### src/rtl/load_store_unit.sv
// Load/store unit sitting between the MEM stage and a request/response data bus.
// It steers store data onto byte lanes, assembles and extends load data, and
// either splits line-crossing accesses into two beats or traps them. A bounded
// response wait turns a silent bus into an access fault.

package common;
  typedef enum logic [3:0] {
    ACC_NONE = 4'h0,
    SB       = 4'h1,
    SH       = 4'h2,
    SW       = 4'h3,
    LB       = 4'h4,
    LBU      = 4'h5,
    LH       = 4'h6,
    LHU      = 4'h7,
    LW       = 4'h8
  } access_t;

  typedef struct packed {
    logic       valid;  // access_type names a memory access
    logic       load;   // 1 = load, 0 = store
    logic       sext;   // sign-extend load data
    logic [2:0] size;   // bytes: 1, 2 or 4
  } acc_info_t;

  function automatic acc_info_t decode_access(input logic [3:0] t);
    acc_info_t d;
    d = '0;
    case (t)
      SB:      d = '{valid: 1'b1, load: 1'b0, sext: 1'b0, size: 3'd1};
      SH:      d = '{valid: 1'b1, load: 1'b0, sext: 1'b0, size: 3'd2};
      SW:      d = '{valid: 1'b1, load: 1'b0, sext: 1'b0, size: 3'd4};
      LB:      d = '{valid: 1'b1, load: 1'b1, sext: 1'b1, size: 3'd1};
      LBU:     d = '{valid: 1'b1, load: 1'b1, sext: 1'b0, size: 3'd1};
      LH:      d = '{valid: 1'b1, load: 1'b1, sext: 1'b1, size: 3'd2};
      LHU:     d = '{valid: 1'b1, load: 1'b1, sext: 1'b0, size: 3'd2};
      // Sign extension of a word only has visible effect when XLEN is 64.
      LW:      d = '{valid: 1'b1, load: 1'b1, sext: 1'b1, size: 3'd4};
      default: d = '0;
    endcase
    return d;
  endfunction
endpackage

module load_store_unit #(
  parameter int XLEN           = 32,
  parameter bit MISALIGN_SPLIT = 1'b1,
  parameter int TIMEOUT        = 255
) (
  input  logic              clk,
  input  logic              rst,
  input  logic              req_valid,
  output logic              req_ready,
  input  logic [3:0]        access_type,
  input  logic [XLEN-1:0]   addr,
  input  logic [XLEN-1:0]   wdata,
  output logic              resp_valid,
  output logic [XLEN-1:0]   rdata,
  output logic              mem_stall,
  output logic              load_misaligned,
  output logic              store_misaligned,
  output logic              load_access,
  output logic              store_access,
  output logic              mem_req_valid,
  input  logic              mem_req_ready,
  output logic [XLEN-1:0]   mem_addr,
  output logic              mem_we,
  output logic [XLEN/8-1:0] mem_strb,
  output logic [XLEN-1:0]   mem_wdata,
  input  logic              mem_rvalid,
  input  logic [XLEN-1:0]   mem_rdata,
  input  logic              mem_err
);
  import common::*;

  localparam int BYTES = XLEN / 8;
  localparam int OFS_W = $clog2(BYTES);
  localparam int TMR_W = $clog2(TIMEOUT + 1);

  typedef enum logic [2:0] {
    S_IDLE, S_REQ0, S_RSP0, S_REQ1, S_RSP1, S_DONE
  } state_t;

  state_t          state, state_nx;
  acc_info_t       in_info, acc_q;
  logic [XLEN-1:0] addr_q, wdata_q, beat0_q, beat1_q;
  logic [TMR_W-1:0] timer;
  logic            fault_mis_q, fault_acc_q;

  logic            accept, in_misaligned, crossing, timed_out, in_beat1;
  logic [3:0]      in_ofs, in_size, ofs4, size4;
  int              ofs_int;
  logic [BYTES-1:0] strb_base;
  logic [XLEN-1:0] beat_base;
  logic [2*XLEN-1:0] load_shift;
  logic [XLEN-1:0] load_data;
  logic            sign_bit;

  // Decode of the incoming request, used only while IDLE.
  assign in_info       = decode_access(access_type);
  assign in_ofs        = 4'(addr[OFS_W-1:0]);
  assign in_size       = {1'b0, in_info.size};
  assign in_misaligned = (in_ofs & (in_size - 4'd1)) != 4'd0;
  assign accept        = (state == S_IDLE) && req_valid && in_info.valid;

  // Geometry of the latched access.
  assign ofs4      = 4'(addr_q[OFS_W-1:0]);
  assign size4     = {1'b0, acc_q.size};
  assign ofs_int   = int'(ofs4);
  assign crossing  = (ofs4 + size4) > 4'(BYTES);
  assign timed_out = (timer == TMR_W'(TIMEOUT));
  assign in_beat1  = (state == S_REQ1);
  assign beat_base = {addr_q[XLEN-1:OFS_W], {OFS_W{1'b0}}};

  // State register.
  always_ff @(posedge clk) begin
    // NOTE: registers are assigned with <= so every flop samples the pre-edge values.
    if (rst) state <= S_IDLE;
    else     state <= state_nx;
  end

  // Next-state logic for the access sequence.
  always_comb begin
    // NOTE: default assigned first so no path leaves state_nx unassigned (no latch).
    state_nx = state;
    unique case (state)
      S_IDLE: if (accept)
                state_nx = (in_misaligned && !MISALIGN_SPLIT) ? S_DONE : S_REQ0;
      S_REQ0: if (mem_req_ready) state_nx = S_RSP0;
      S_RSP0: if (mem_rvalid)     state_nx = (!mem_err && crossing) ? S_REQ1 : S_DONE;
              else if (timed_out) state_nx = S_DONE;
      S_REQ1: if (mem_req_ready) state_nx = S_RSP1;
      S_RSP1: if (mem_rvalid || timed_out) state_nx = S_DONE;
      S_DONE: state_nx = S_IDLE;
      default: state_nx = S_IDLE;
    endcase
  end

  // Access capture, per-beat response timer, read data and fault capture.
  always_ff @(posedge clk) begin
    if (rst) begin
      acc_q       <= '0;
      addr_q      <= '0;
      wdata_q     <= '0;
      beat0_q     <= '0;
      beat1_q     <= '0;
      timer       <= '0;
      fault_mis_q <= 1'b0;
      fault_acc_q <= 1'b0;
    end else begin
      unique case (state)
        S_IDLE: if (accept) begin
          acc_q       <= in_info;
          addr_q      <= addr;
          wdata_q     <= wdata;
          beat0_q     <= '0;
          beat1_q     <= '0;
          timer       <= '0;
          fault_mis_q <= in_misaligned && !MISALIGN_SPLIT;
          fault_acc_q <= 1'b0;
        end
        S_REQ0, S_REQ1: timer <= '0;
        S_RSP0, S_RSP1: begin
          if (mem_rvalid) begin
            if (state == S_RSP0) beat0_q <= mem_rdata;
            else                 beat1_q <= mem_rdata;
            fault_acc_q <= mem_err;
          end else if (timed_out) begin
            fault_acc_q <= 1'b1;
          end else begin
            timer <= timer + 1'b1;
          end
        end
        default: ;
      endcase
    end
  end

  // Byte-enable pattern of the access before lane shifting.
  always_comb begin
    strb_base = '0;
    case (acc_q.size)
      3'd1:    strb_base[0]   = 1'b1;
      3'd2:    strb_base[1:0] = 2'b11;
      default: strb_base[3:0] = 4'hF;
    endcase
  end

  // Load assembly: align the two beats, then zero- or sign-extend from the access size.
  always_comb begin
    load_shift = {beat1_q, beat0_q} >> (8 * ofs_int);
    case (acc_q.size)
      3'd1:    sign_bit = load_shift[7];
      3'd2:    sign_bit = load_shift[15];
      default: sign_bit = load_shift[31];
    endcase
    sign_bit  = sign_bit & acc_q.sext;
    load_data = load_shift[XLEN-1:0];
    for (int i = 0; i < XLEN; i++) begin
      if (i >= 8 * int'(acc_q.size)) load_data[i] = sign_bit;
    end
  end

  // Bus request channel: beat 0 carries the low lanes, beat 1 the spill-over.
  assign mem_req_valid = (state == S_REQ0) || (state == S_REQ1);
  assign mem_we        = mem_req_valid && !acc_q.load;
  assign mem_addr      = !mem_req_valid ? '0 :
                         in_beat1 ? beat_base + XLEN'(BYTES) : beat_base;
  assign mem_strb      = !mem_req_valid ? '0 :
                         in_beat1 ? strb_base >> (BYTES - ofs_int) : strb_base << ofs4;
  assign mem_wdata     = !mem_we ? '0 :
                         in_beat1 ? wdata_q >> (8 * (BYTES - ofs_int)) : wdata_q << (8 * ofs_int);

  // Pipeline-facing response.
  assign req_ready        = (state == S_IDLE);
  assign resp_valid       = (state == S_DONE);
  assign load_misaligned  = resp_valid && fault_mis_q &&  acc_q.load;
  assign store_misaligned = resp_valid && fault_mis_q && !acc_q.load;
  assign load_access      = resp_valid && fault_acc_q &&  acc_q.load;
  assign store_access     = resp_valid && fault_acc_q && !acc_q.load;
  assign rdata            = (resp_valid && acc_q.valid && acc_q.load && !fault_mis_q && !fault_acc_q)
                            ? load_data : '0;
  assign mem_stall        = req_valid && in_info.valid && !resp_valid;

endmodule

### config.mk
export PLATFORM = sky130hd
export DESIGN_NAME = load_store_unit
export DESIGN_NICKNAME = d
export VERILOG_FILES = /design/src/rtl/load_store_unit.sv
export SDC_FILE = /design/constraint.sdc
export NUM_CORES = 1
export LEC_CHECK = 0
export CELL_PAD_IN_SITES_DETAIL_PLACEMENT = 0
export CELL_PAD_IN_SITES_GLOBAL_PLACEMENT = 1
export CORE_MARGIN = 2
export CORE_UTILIZATION = 25
export CTS_CLUSTER_DIAMETER = 40
export DETAILED_ROUTE_END_ITERATION = 6
export DONT_BUFFER_PORTS = 1
export PLACE_DENSITY_LB_ADDON = 0.25
export SYNTH_ARGS = -nofsm -noshare
export SYNTH_HDL_FRONTEND = slang
export SYNTH_SLANG_ARGS = --single-unit
### constraint.sdc
create_clock -name clk -period 3.5 [get_ports clk]
set_clock_uncertainty 0.2 [all_clocks]
set_input_delay 0.525 -clock clk [delete_from_list [all_inputs] [get_ports clk]]
set_output_delay 0.525 -clock clk [all_outputs]
set_load 0.02 [all_outputs]
# Yosys cells after proc, flatten, opt, wreduce, memory -nomap -nowiden

Memories as Yosys holds them, arrays and structs flattened.
Cells that the tools add are included.

Register bits after elaboration: 146
Bits in read-only memories: 96
Bits of input ports: 106
Output and inout bits: 109
Word-level logic and storage cells: 169
Memories kept: 1

Memories:

| name             | words | bits a word | rd ports | clocked after memory_dff | write ports | line | text |
|---|---|---|---|---|---|---|---|
| (name not given) | 16    | 6           | 1        | 0                        | 0           | 29   | `case (t)` |

$add $sub $neg: 4
$lt $le $gt $ge: 33
Equal/unequal tests: 19
Shift-type cells: 5
Mux-type cells: 65
Bitwise logic cells: 1
Reductions and logical operators: 30

Operator list:

| cell                                                             | number |
|---|---|
| two-way mux 32 bit                                               | 10 |
| case mux 32 bit (2 select lines)                                 | 2 |
| greater-or-equal comparator 5 x 6 -> 1 bit, first input constant | 16 |
| >> shifter 64 x 5 -> 32 bit                                      | 1 |
| greater-or-equal comparator 4 x 6 -> 1 bit, first input constant | 8 |
| two-way mux 1 bit                                                | 36 |
| adder 32 x 3 -> 32 bit, second input constant                    | 1 |
| << shifter 32 x 5 -> 32 bit                                      | 1 |
| >> shifter 32 x 32 -> 32 bit                                     | 1 |
| >> shifter 4 x 32 -> 4 bit                                       | 1 |
| greater-or-equal comparator 3 x 6 -> 1 bit, first input constant | 4 |
| two-way mux 8 bit                                                | 3 |
| case mux 8 bit (3 select lines)                                  | 1 |
| two-way mux 3 bit                                                | 7 |
| != test 2 bit, second input constant                             | 8 |
| case mux 3 bit (5 select lines)                                  | 1 |
| greater-or-equal comparator 1 x 6 -> 1 bit, first input constant | 2 |
| greater-or-equal comparator 2 x 6 -> 1 bit, first input constant | 2 |
| logical AND 1 bit                                                | 12 |
| AND reduction 4 bit                                              | 3 |
| equality test 3 x 2 -> 1 bit, second input constant              | 3 |
| adder 8 x 1 -> 8 bit, second input constant                      | 1 |
| equality test 8 bit, second input constant                       | 1 |
| two-way mux 4 bit                                                | 2 |
| other kinds (20)                                                 | 30 |

# Depth between registers and ports, before layout

Gate-level depths: netlist of the first run.

Depth in word-level cells: 6
Gate-level depth with buffers: 11
Gate-level depth less buffers: 7

# Worst setup path before layout of the first run

OpenSTA, ideal clock, no wires.

Kind: reg-to-output
From: register addr_q[0]
To: output mem_wdata[31]
Arrival time: 2.754 ns
Path slack: 0.021 ns
Stages on the path, launching flop included: 11
Path through: dfxtp_1 -> buf_2 -> buf_2 -> inv_1 -> clkbuf_1 -> ha_1 -> or2_2 -> clkbuf_1 -> nor3_1 -> a21oi_1 -> nor2_1

Word-level cells in the longest chain between the ends: 4
Elaborated cells on any way between the ends: 5
Those cells by class: 1 x add/sub; 2 x shift; 2 x mux

RTL lines:

| item                         | line | text |
|---|---|---|
| from (decl)                  | 86   | `logic [XLEN-1:0] addr_q, wdata_q, beat0_q, beat1_q;` |
| from (signal assigned)       | 154  | `addr_q <= addr;` |
| subtractor 3 x 2 -> 4 bit    | 212  | `in_beat1 ? wdata_q >> (8 * (BYTES - ofs_int)) : wdata_q << (8 * ofs_int);` |
| >> shifter 32 x 32 -> 32 bit | 212  |  |
| two-way mux 32 bit (*)       | 212  |  |
| two-way mux 32 bit (*)       | 211  | `assign mem_wdata = !mem_we ? '0 :` |
| to (decl)                    | 69   | `output logic [XLEN-1:0] mem_wdata,` |

Mark *: on every way between the ends. The rest lies on a longest branch, timed or not.

# Worst setup path after layout of the first run

From: register state[1]
To: output mem_addr[12]

Word-level cells in the longest chain between the ends: 3
Elaborated cells on any way between the ends: 5
Those cells by class: 2 x eq/ne; 2 x mux; 1 x reduce/logical

RTL lines:

| item                                                                                | line     | text |
|---|---|---|
| from (decl)                                                                         | 84       | `state_t state, state_nx;` |
| from (signal assigned)                                                              | 119      | `else state <= state_nx;` |
| equality test 3 x 2 -> 1 bit / equality test 3 x 1 -> 1 bit (equally long branches) | 112, 205 |  |
| two-way mux 32 bit / logical OR 1 bit (equally long branches)                       | 208, 205 |  |
| two-way mux 32 bit (*)                                                              | 207      | `assign mem_addr = !mem_req_valid ? '0 :` |
| to (decl)                                                                           | 66       | `output logic [XLEN-1:0] mem_addr,` |

Marks and branches as above.

==> impl_results.md, run 1 <==
* TNS Setup at 0 ps
* Setup crit start: state[1]
* Io pins at 215
* CTS max path bufs at 2
* Power per cell area at 390 nW/µm²
* Number of library cell types mapped by synthesis at 64
* Finished layout cell area at 10,900 µm²
* CTS Buf Count at 17
* Die area at approximately 36,000 µm²
* WP data arrival at 2630 ps
* Final setup vio count at 0
* Hold crit path type: in2reg
* Status: finished clean
* GPL Wtd Cong at roughly 0.79
* Root Driver: clkbuf_16
* Initial drt markers at 459
* Most used DFF post-synth: dfxtp_1
* P_leak at 3.79 nW
* Top post-synthesis cells by area: dfxtp_1 32%, nand2_1 9.5%, mux4_2 8.3%
* Fin crit share at 95.8%
* Initial antenna violation count at 5
* Final #Nets at 1,363
* Post-synthesis simple-gate area fraction at 25.7%
* Fmax at 0.298 GHz
* Post-Synth XOR/XNOR Area at under 10%
* Largest family of logic cells by synthesized area: simple AND/OR/NAND/NOR gates
* Max_cap viols at 0
* TritonCTS clock tree: built
* Dpl cell area at approximately 9600 µm²
* Yosys reg bits at 138
* First-pass GRT wire length at 49,400 µm
* TritonCTS Sinks at 138
* Drt first pass iters at 5
* Vias per Instance at 5.00
* Core area at 34,500 µm²
* Final Non-Filler Cells at between 1,500 and 2,000
* Via count at 8,625
* Port buffer count at 0
* VDD IR-drop max at 364 µV
* Critical path class: reg2out
* Top cell type's share of synthesized area at a little under a third
* Total track usage at 17.7%
* Final antenna-violating net count at 0
* Async S/R FF share, synth at 0%
* RSZ-0062 raised after global routing: false
* Reg2reg start: state[1]
* Number of synthesis warnings at 0
* H-tree levels at 4
* DRT Wirelength at 32,100 µm
* Slew Limit Fails at 0
* Area grow syn2layout at 25.3%
* Hold path start: wdata[4]
* Post-Synthesis Cells at 1,160
* Crit Path Max Fanout at 10
* Placed insts at 1,624
* Vias in the first global route at between 8,000 and 9,000
* Rel. slew slack at 33.5%
* EDFF count, synth at 0
* CP Data Required Time at 2770 ps
* Cell Area, Synth at 8710 µm²
* Initial Util at 25.3%
* Minimum clock period after layout at 3350 ps
* Critical Path Sink Type: output port
* DR WL/cell at between 15 and 20 µm
* Hold Vio Cnt, Final at 0
* Die Width at approximately 190 µm
* Mux share of post-synthesis cell area at 13.6%
* Critical path startpoint category: register
* Sequential-to-total area share from yosys stat at 31.7%
* DRC at 0
* Clk_lat worst skew at 450 ps
* Largest area contributor in the netlist: dfxtp_1
* Synth Area in Adders at less than 1%
* Hpwl dp at 22,700 µm
* Overflow after GRT at 0
* Compound-gate portion of the synthesized area at 19.3%
* Syn Area/Cell at 7.51 µm²
* Final Power at 4.25 mW
* Pin count of the biggest net entering global routing at 74
* Worst Max-Slew Pin Slew at approximately 1000 ps
* # rows at 68
* Worst-path clk slew at about 60 ps
* Vert. Die Dim at 191 µm
* Layout cell share with drive strength beyond 1 at 15.7%
critical path, cell delays in order, from the launching register on:
cell      delay (ps)
dfxtp_2          460
nand3b_1         330
or4_1            700
or3_1            340
a21oi_1          180
buf_4            170
power breakdown:
part           switching (mW)  internal, mW
Combinational           0.452         0.263
Sequential             0.0842          1.63
Clock                   0.818          1.01
cell usage in the layout (no fill, tap or decap), types with 7 or more instances in the layout:
cell type        n
o21a_1           8
o22ai_1          9
nand4_1         11
and3_1          14
inv_6            7
a21oi_1        142
nand3_1         72
nor2_1         122
clkbuf_16       17
inv_1           13
dlygate4sd3_1   62
dfxtp_1        135
a32oi_1          7
mux2i_1         46
nand2_1        221
o21ai_0         61
mux4_2          32
or3_1            8
xor2_1          22
nor3_1          15
buf_4          104
nor2b_1         11
o21ai_1         29
cell type report:
class	instances	area, µm²
antenna	5	12.5
clock buffer	17	425
clock inverter	15	154
fill	3732	23500
inverter	14	56.3
multi-input combinational	912	5480
sequential	138	2770
tap	455	569
timing repair buffer	168	1450
path summary, 6_finish.rpt:
kind | to | slack [ps] | cells after the start
setup / recovery | mem_addr[12] | 150 | 5
hold / removal | wdata_q[4] | 30 | 2
setup reg to reg | beat0_q[27] | 950 | 7
hold reg to reg | beat1_q[16] | 250 | 2
stage by stage:
stage	worst slack [ps]	hold WS [ps]	util (%)
after detailed placement	607	242	28.0
after floorplan	20.9	225	-
after global placement	645	238	28.0
after global routing	12.9	13.2	31.7
final	146	25.7	31.7
after CTS	101	0.817	31.6
sequential cells by signal, indices dropped and copies added, names as in the netlist:
name	count
state	3
addr_q	32
fault_acc_q	1
acc_q	6
timer	8
beat1_q	24
beat0_q	32
wdata_q	32
metal layers:
layer / global-route usage, % / routed length [µm] / vias to the layer above / share of wire, %
met5: 0 / 16 / - / 0.050
met4: 6.29 / 682 / 2 / 2.1
met3: 4.62 / 1780 / 29 / 5.5
met2: 26.6 / 14300 / 225 / 45
met1: 24.2 / 15300 / 4114 / 48
li1: - / - / 4255 / -
Yosys cell counts, drive strengths merged, types with 7 or more instances:
| master | count |
|---|---|
| nand4 | 12 |
| and3 | 14 |
| mux2i | 46 |
| or3 | 8 |
| o22ai | 10 |
| mux4 | 32 |
| clkbuf | 46 |
| nand3 | 73 |
| dfxtp | 138 |
| nor2 | 123 |
| a32oi | 7 |
| o21a | 9 |
| a21oi | 142 |
| nor3 | 19 |
| buf | 53 |
| o21ai | 94 |
| inv | 14 |
| nand2 | 221 |
| nor2b | 11 |
| xor2 | 22 |
cells by family after synthesis:
group	Yosys count
simple gates	504
compound gates	293
flops	138
buf+inv	113
mux	78
xor+xnor	27
fa+ha+maj	6
other cells	1
timing repair:
action | 4_1_cts | 5_1_grt
hold endpoints to repair | 122 | 0
endpoints found under the setup margin | 0 | 14
resized for setup | 0 | 5
hold buffers | 63 | 0
buffers inserted | 0 | 0
Note: power is estimated with default switching activity, not from simulation.
==> run 2, diff against run 1 <==
--- a/config.mk
+++ b/config.mk
@@ -9,9 +9,10 @@
 export CELL_PAD_IN_SITES_GLOBAL_PLACEMENT = 1
 export CORE_MARGIN = 2
 export CORE_UTILIZATION = 25
-export CTS_CLUSTER_DIAMETER = 40
+export CTS_CLUSTER_DIAMETER = 150
 export DETAILED_ROUTE_END_ITERATION = 6
 export DONT_BUFFER_PORTS = 1
+export GPL_TIMING_DRIVEN = 0
 export PLACE_DENSITY_LB_ADDON = 0.25
 export SYNTH_ARGS = -nofsm -noshare
 export SYNTH_HDL_FRONTEND = slang
==> constraint.sdc (replaced) <==
create_clock -name clk -period 3.5 [get_ports clk]
set_clock_uncertainty 0.2 [all_clocks]
set_input_delay 0.7 -clock clk [delete_from_list [all_inputs] [get_ports clk]]
set_output_delay 0.7 -clock clk [all_outputs]
set_load 0.02 [all_outputs]
==> run 2 against run 1 <==
Against the previous run: count of clock-buffer cells in the layout up 1; setup slack worse by 61 ps; combinational power up 9.0%; global-route usage up 2.9 points; critical path depth up 5; routed wire length up 17%; worst hold slack better by 160 ps; sequential share of layout area up 1.2 points; die area unchanged; critical path type unchanged; critical endpoint is now mem_wdata[6].
==> impl_results.md, run 2 (same netlist as run 1, synthesis figures left out) <==
* Status: finished clean
* Worst-path clk slew at 70 ps
* Final #Nets at 1,300
* Io pins at 215
* Total track usage at 20.6%
* Top layer in use: met4
* DR WL/cell at roughly 23 µm
* Area grow syn2layout at 19.8%
* Rel. slew slack at 21.2%
* Initial Util at roughly a quarter
* Initial antenna violation count at 0
* Final setup margin at 85.0 ps
* Comb power frac at 18.4%
* Placed insts at 1,618
* Hold Vio Cnt, Final at 0
* Critical path startpoint category: register
* CP top delay family: simple AND/OR/NAND/NOR gates
* Crit-path cells: buf_8 -> buf_12 -> inv_1 -> clkbuf_8 -> ha_4 -> or2_4 -> clkbuf_8 -> o22ai_2 -> nor2_1 -> nor3_4
* Pin count of the biggest net entering global routing at 17
* Hpwl dp at approximately 28,000 µm
* TNS Setup at 0 ps
* CP Data Required Time at 2600 ps
* Antenna Cells at 0
* First-pass GRT wire length at 55,200 µm
* Sequential Power Share at roughly 40%
* GPL Wtd Cong at 0.885
* Via count at slightly below 9,000
* Final setup vio count at 0
* Fin crit share at 97.6%
* Minimum clock period after layout at 3410 ps
* Int Power at 2.85 mW
* Initial drt markers at about 720
* Dpl cell area at 9330 µm²
* H-tree levels at 4
* Wire length on met3 at 2990 µm
* Final Util at 30.3%
* Vias per Instance at 5.30
* RSZ-0062 raised after global routing: true
* Drt first pass iters at 5
* Root Driver: clkbuf_16
* Slew Limit Fails at 0
* Finished layout cell area at 10,400 µm²
* Top Registers: addr_q x32, beat0_q x32, wdata_q x32
* WL met1 at 16,800 µm
* VDD IR-drop max at 320 µV
* Critical path class: reg2out
* Vias in the first global route at 8,543
* Final hold slack at 188 ps
* Most frequent cells in the layout: 220 x nand2_1, 136 x dfxtp_1, 128 x a21oi_1
* Post-placement setup slack at -1050 ps
* Max_cap viols at 0
* TritonCTS clock tree: built
* Die Width at 191 µm
* Die area at roughly 36,000 µm²
* Hold crit path type: in2reg
* Final antenna-violating net count at 0
* DRC at 0
* Overflow after GRT at 0
* CP Buf/Inv Count at 5
* CP max-delay cell: dfxtp_4
* TritonCTS Sinks at roughly 140
* Port buffer count at 0
* DRT Wirelength at 37,700 µm
* Clock group share of total power at 41.3%
* Final Power at 4.24 mW
* Power per cell area at 407 nW/µm²
* Final Non-Filler Cells at 1,656
* Vert. Die Dim at 191 µm
* Switch share at between 30 and 40%
* CTS max path bufs at 2
* Slowest cell delay on critical path at ~370 ps
* Core area at approximately 34,000 µm²
* Met2 WL post-DR at 16,900 µm
* Layout cell share with drive strength beyond 1 at between 10% and 20%
* # rows at 68
* Leading cell type in the layout, fill and taps excluded: nand2_1
* Critical Path Sink Type: output port
* Most used cell along the critical path: clkbuf_8
* CTS Buf Count at 17
* Clk_lat worst skew at approximately 440 ps
* Worst Max-Slew Pin Slew at ~1200 ps
* Fmax at 0.293 GHz
* WP data arrival at 2510 ps
* P_sw at 1.40 mW
* P_leak at 3.40 nW
* Crit Path Max Fanout at 10
[run 2: power by group through the flow]
stage / Combinational, mW / Clock, mW / Sequential [mW]
6_report: 0.779 / 1.75 / 1.71
4_1_cts: 0.758 / 1.80 / 1.71
5_1_grt: 0.843 / 1.86 / 1.72
3_5_place_dp: 0.714 / 0 / 1.74
3_3_place_gp: 0.712 / 0 / 1.74
2_1_floorplan: 0.501 / 0 / 1.71
[run 2: worst paths after layout]
kind                                   start            to  slack (ps)  depth (start not counted)
worst max-delay path               addr_q[0]  mem_wdata[6]          90                         10
worst min-delay path            mem_rdata[0]    beat0_q[0]         190                          2
worst max register to register      state[1]   beat0_q[18]         620                          6
worst min register to register   beat1_q[19]   beat1_q[19]         250                          2
[run 2: worst reg2reg max path: cells and delay by family (launching register included)]
| kind | cells | cell delay, ps |
|---|---|---|
| compound gates | 2 | 1120 |
| buf+inv | 3 | 980 |
| flops | 1 | 290 |
| simple gates | 1 | 160 |
[run 2: cell type report]
cell class	count	area, µm²
plain buffers	95	548
clock buffers	18	429
clock inverters	14	126
fillers	3799	24000
inverters	14	55.1
multi-input cells	912	5850
flip-flops and latches	138	2770
well taps	455	569
repair buffers	10	82.6
[run 2: routing by layer]
layer	vias up	GRT usage [%]
met4	0	6.86
li1	4128	-
met5	-	0
met2	367	32.0
met1	4222	27.5
met3	52	5.59
[run 2: repair_timing]
| item | CTS | global route |
|---|---|---|
| endpoints found under the hold margin | 0 | 0 |
| setup endpoints to repair | 78 | 71 |
| hold buffers | 0 | 0 |
| pin swaps | 6 | 13 |
| gates resized for setup | 87 | 56 |
| buffers inserted | 4 | 6 |
==> run 3, diff against run 2 <==
--- a/config.mk
+++ b/config.mk
@@ -14,6 +14,7 @@
 export DONT_BUFFER_PORTS = 1
 export GPL_TIMING_DRIVEN = 0
 export PLACE_DENSITY_LB_ADDON = 0.25
+export SLEW_MARGIN = 20
 export SYNTH_ARGS = -nofsm -noshare
 export SYNTH_HDL_FRONTEND = slang
 export SYNTH_SLANG_ARGS = --single-unit
==> run 3 against run 2 <==
Against the previous run: sequential cell count did not move; worst hold slack improved by 1.1 ps; core utilization rose by 0.19 points; routed wire length barely moved; via count rose by 1.4%; final cell count rose by 0.12%; critical path type unchanged; critical endpoint is now mem_strb[2]; largest cell class unchanged; highest routed layer unchanged.
==> impl_results.md, run 3 (same netlist as run 1, synthesis figures left out) <==
* Area grow syn2layout at 20.6%
* Register area at approximately 2800 µm²
* Critical path startpoint category: register
* Rel. slew slack at 33.8%
* P_sw at 1.42 mW
* Fmax at 0.291 GHz
* Switch share at 31.9%
* Clock group share of total power at ~44%
* Via count at 8,891
* Fin crit share at between 90 and 100%
* CP Data Required Time at 2600 ps
* Minimum clock period after layout at 3430 ps
* Most frequent cells in the layout: 220 x nand2_1, 136 x dfxtp_1, 128 x a21oi_1
* Pin count of the biggest net entering global routing at 17
* Setup crit start: addr_q[1]
* Hold crit path type: in2reg
* CTS max path bufs at 2
* Antenna Cells at 0
* Multi-input gate area at 5820 µm²
* Slew Limit Fails at 0
* Comb power frac at roughly 18%
* Final hold slack at approximately 190 ps
* Total track usage at 20.6%
* Crit Path Max Fanout at 10
* Hold path start: mem_rdata[0]
* Worst Max-Slew Pin Slew at 986 ps
* Initial Util at approximately a quarter
* Status: finished clean
* Critical Path Sink Type: output port
* RSZ-0062 raised after global routing: true
* Clk_lat worst skew at between 400 and 500 ps
* DRC at 0
* Final #Nets at 1,302
* Int Power at 3.03 mW
* Hold buffers post-CTS at 0
* TritonCTS Sinks at 138
* CTS Buf Count at 17
* DRT Wirelength at 37,700 µm
* Initial drt markers at roughly 740
* Slowest cell delay on critical path at about 650 ps
* Finished layout cell area at between 10,000 and 15,000 µm²
* Crit-path cells: clkbuf_16 -> buf_1 -> nor2_1 -> a221oi_1 -> a31oi_1 -> nor2_2
* Vias per Instance at 5.36
* Final Util at approximately 30%
* Max_cap viols at 0
* Leading cell type in the layout, fill and taps excluded: nand2_1
* Layout cell share with drive strength beyond 1 at a little under a fifth
* Critical path class: reg2out
* WP data arrival at 2530 ps
* Drt first pass iters at 5
* Port buffer count at 0
* Vias in the first global route at 8,406
* Final Power at 4.45 mW
* Worst-path clk slew at 70 ps
* Final antenna-violating net count at 0
* DR WL/cell at 22.8 µm
* Reg2reg start: state[1]
* Final setup vio count at 0
* Root Driver: clkbuf_16
* Power per cell area at 424 nW/µm²
* CP top delay family: buffers and inverters
* Core area at about 34,000 µm²
* CP Buf/Inv Count at 2
* Die Width at 191 µm
* Fill cells at about 3,800
* Dpl cell area at 9350 µm²
* Sequential Power Share at 38.4%
* Initial antenna violation count at 0
* # rows at 68
* TritonCTS clock tree: built
* Vert. Die Dim at 191 µm
* Die area at about 36,000 µm²
* VDD IR-drop max at 319 µV
* GPL Wtd Cong at between 0.8 and 0.9
* CP max-delay cell: buf_1
* Io pins at ~220
* Top Registers: addr_q x32, beat0_q x32, wdata_q x32
* Hpwl dp at 27,900 µm
* Hold Vio Cnt, Final at 0
* Overflow after GRT at 0
* P_leak at about 3.5 nW
* H-tree levels at 4
* First-pass GRT wire length at 55,200 µm
==> run 3: changes by cell type in the layout (fill, tap and decap cells not counted), sizes merged <==
cell	previous run	this run
clkbuf	60	66
inv	15	20
buf	63	59
clkinv	7	3
clkinvlp	5	2
bufinv	1	3
==> run 3: path summary, 6_finish.rpt <==
check | end | slack [ps] | cells past startpoint
worst max-delay path | mem_strb[2] | 70 | 6
worst min-delay path | beat0_q[0] | 190 | 2
worst max register to register | beat0_q[18] | 820 | 6
worst min register to register | beat1_q[19] | 250 | 2
==> run 3: metal layers <==
metal | vias to the layer above | routed length [µm] | GRT usage, %
met1 | 4271 | 16200 | 27.6
met2 | 419 | 16900 | 31.6
met5 | - | 0 | 0
met3 | 45 | 3640 | 5.70
li1 | 4156 | - | -
met4 | 0 | 976 | 6.95
==> run 3: cell type report <==
type,count,share of cell area (%)
Clock buffer,18,4.18
Timing Repair Buffer,10,0.787
Multi-Input combinational cell,912,55.4
Buffer,97,5.51
Clock inverter,14,1.75
Inverter,14,0.524
Sequential cell,138,26.4
Tap cell,455,5.42
==> run 3: worst register-to-register path, cell delays in order (launching register included) <==
cell	delay [ps]
dfxtp_1	300
buf_4	170
inv_1	240
nand4_1	200
a211oi_4	730
clkbuf_1	550
o21ai_1	170
==> run 3: power groups by stage <==
stage	logic, mW	registers (mW)	clock network (mW)
2_1_floorplan	0.501	1.71	0
3_3_place_gp	0.712	1.74	0
3_5_place_dp	0.716	1.74	0
4_1_cts	0.765	1.71	2.00
5_1_grt	0.844	1.72	2.06
6_report	0.779	1.71	1.96
==> run 3: timing repair <==
item,in CTS,in global routing
buffers inserted,6,4
pin swaps,8,11
gates resized for setup,95,34
endpoints found under the setup margin,77,64
==> run 3: through the flow <==
stage	setup WS [ps]	TNS, ps	instances
final	67.1	0	1658
after global routing	-7.74	-26.2	1658
after CTS	1.12	0	1654
after detailed placement	-1070	-27510	1618
after global placement	-1090	-28020	1618
after floorplan	10.6	0	1163
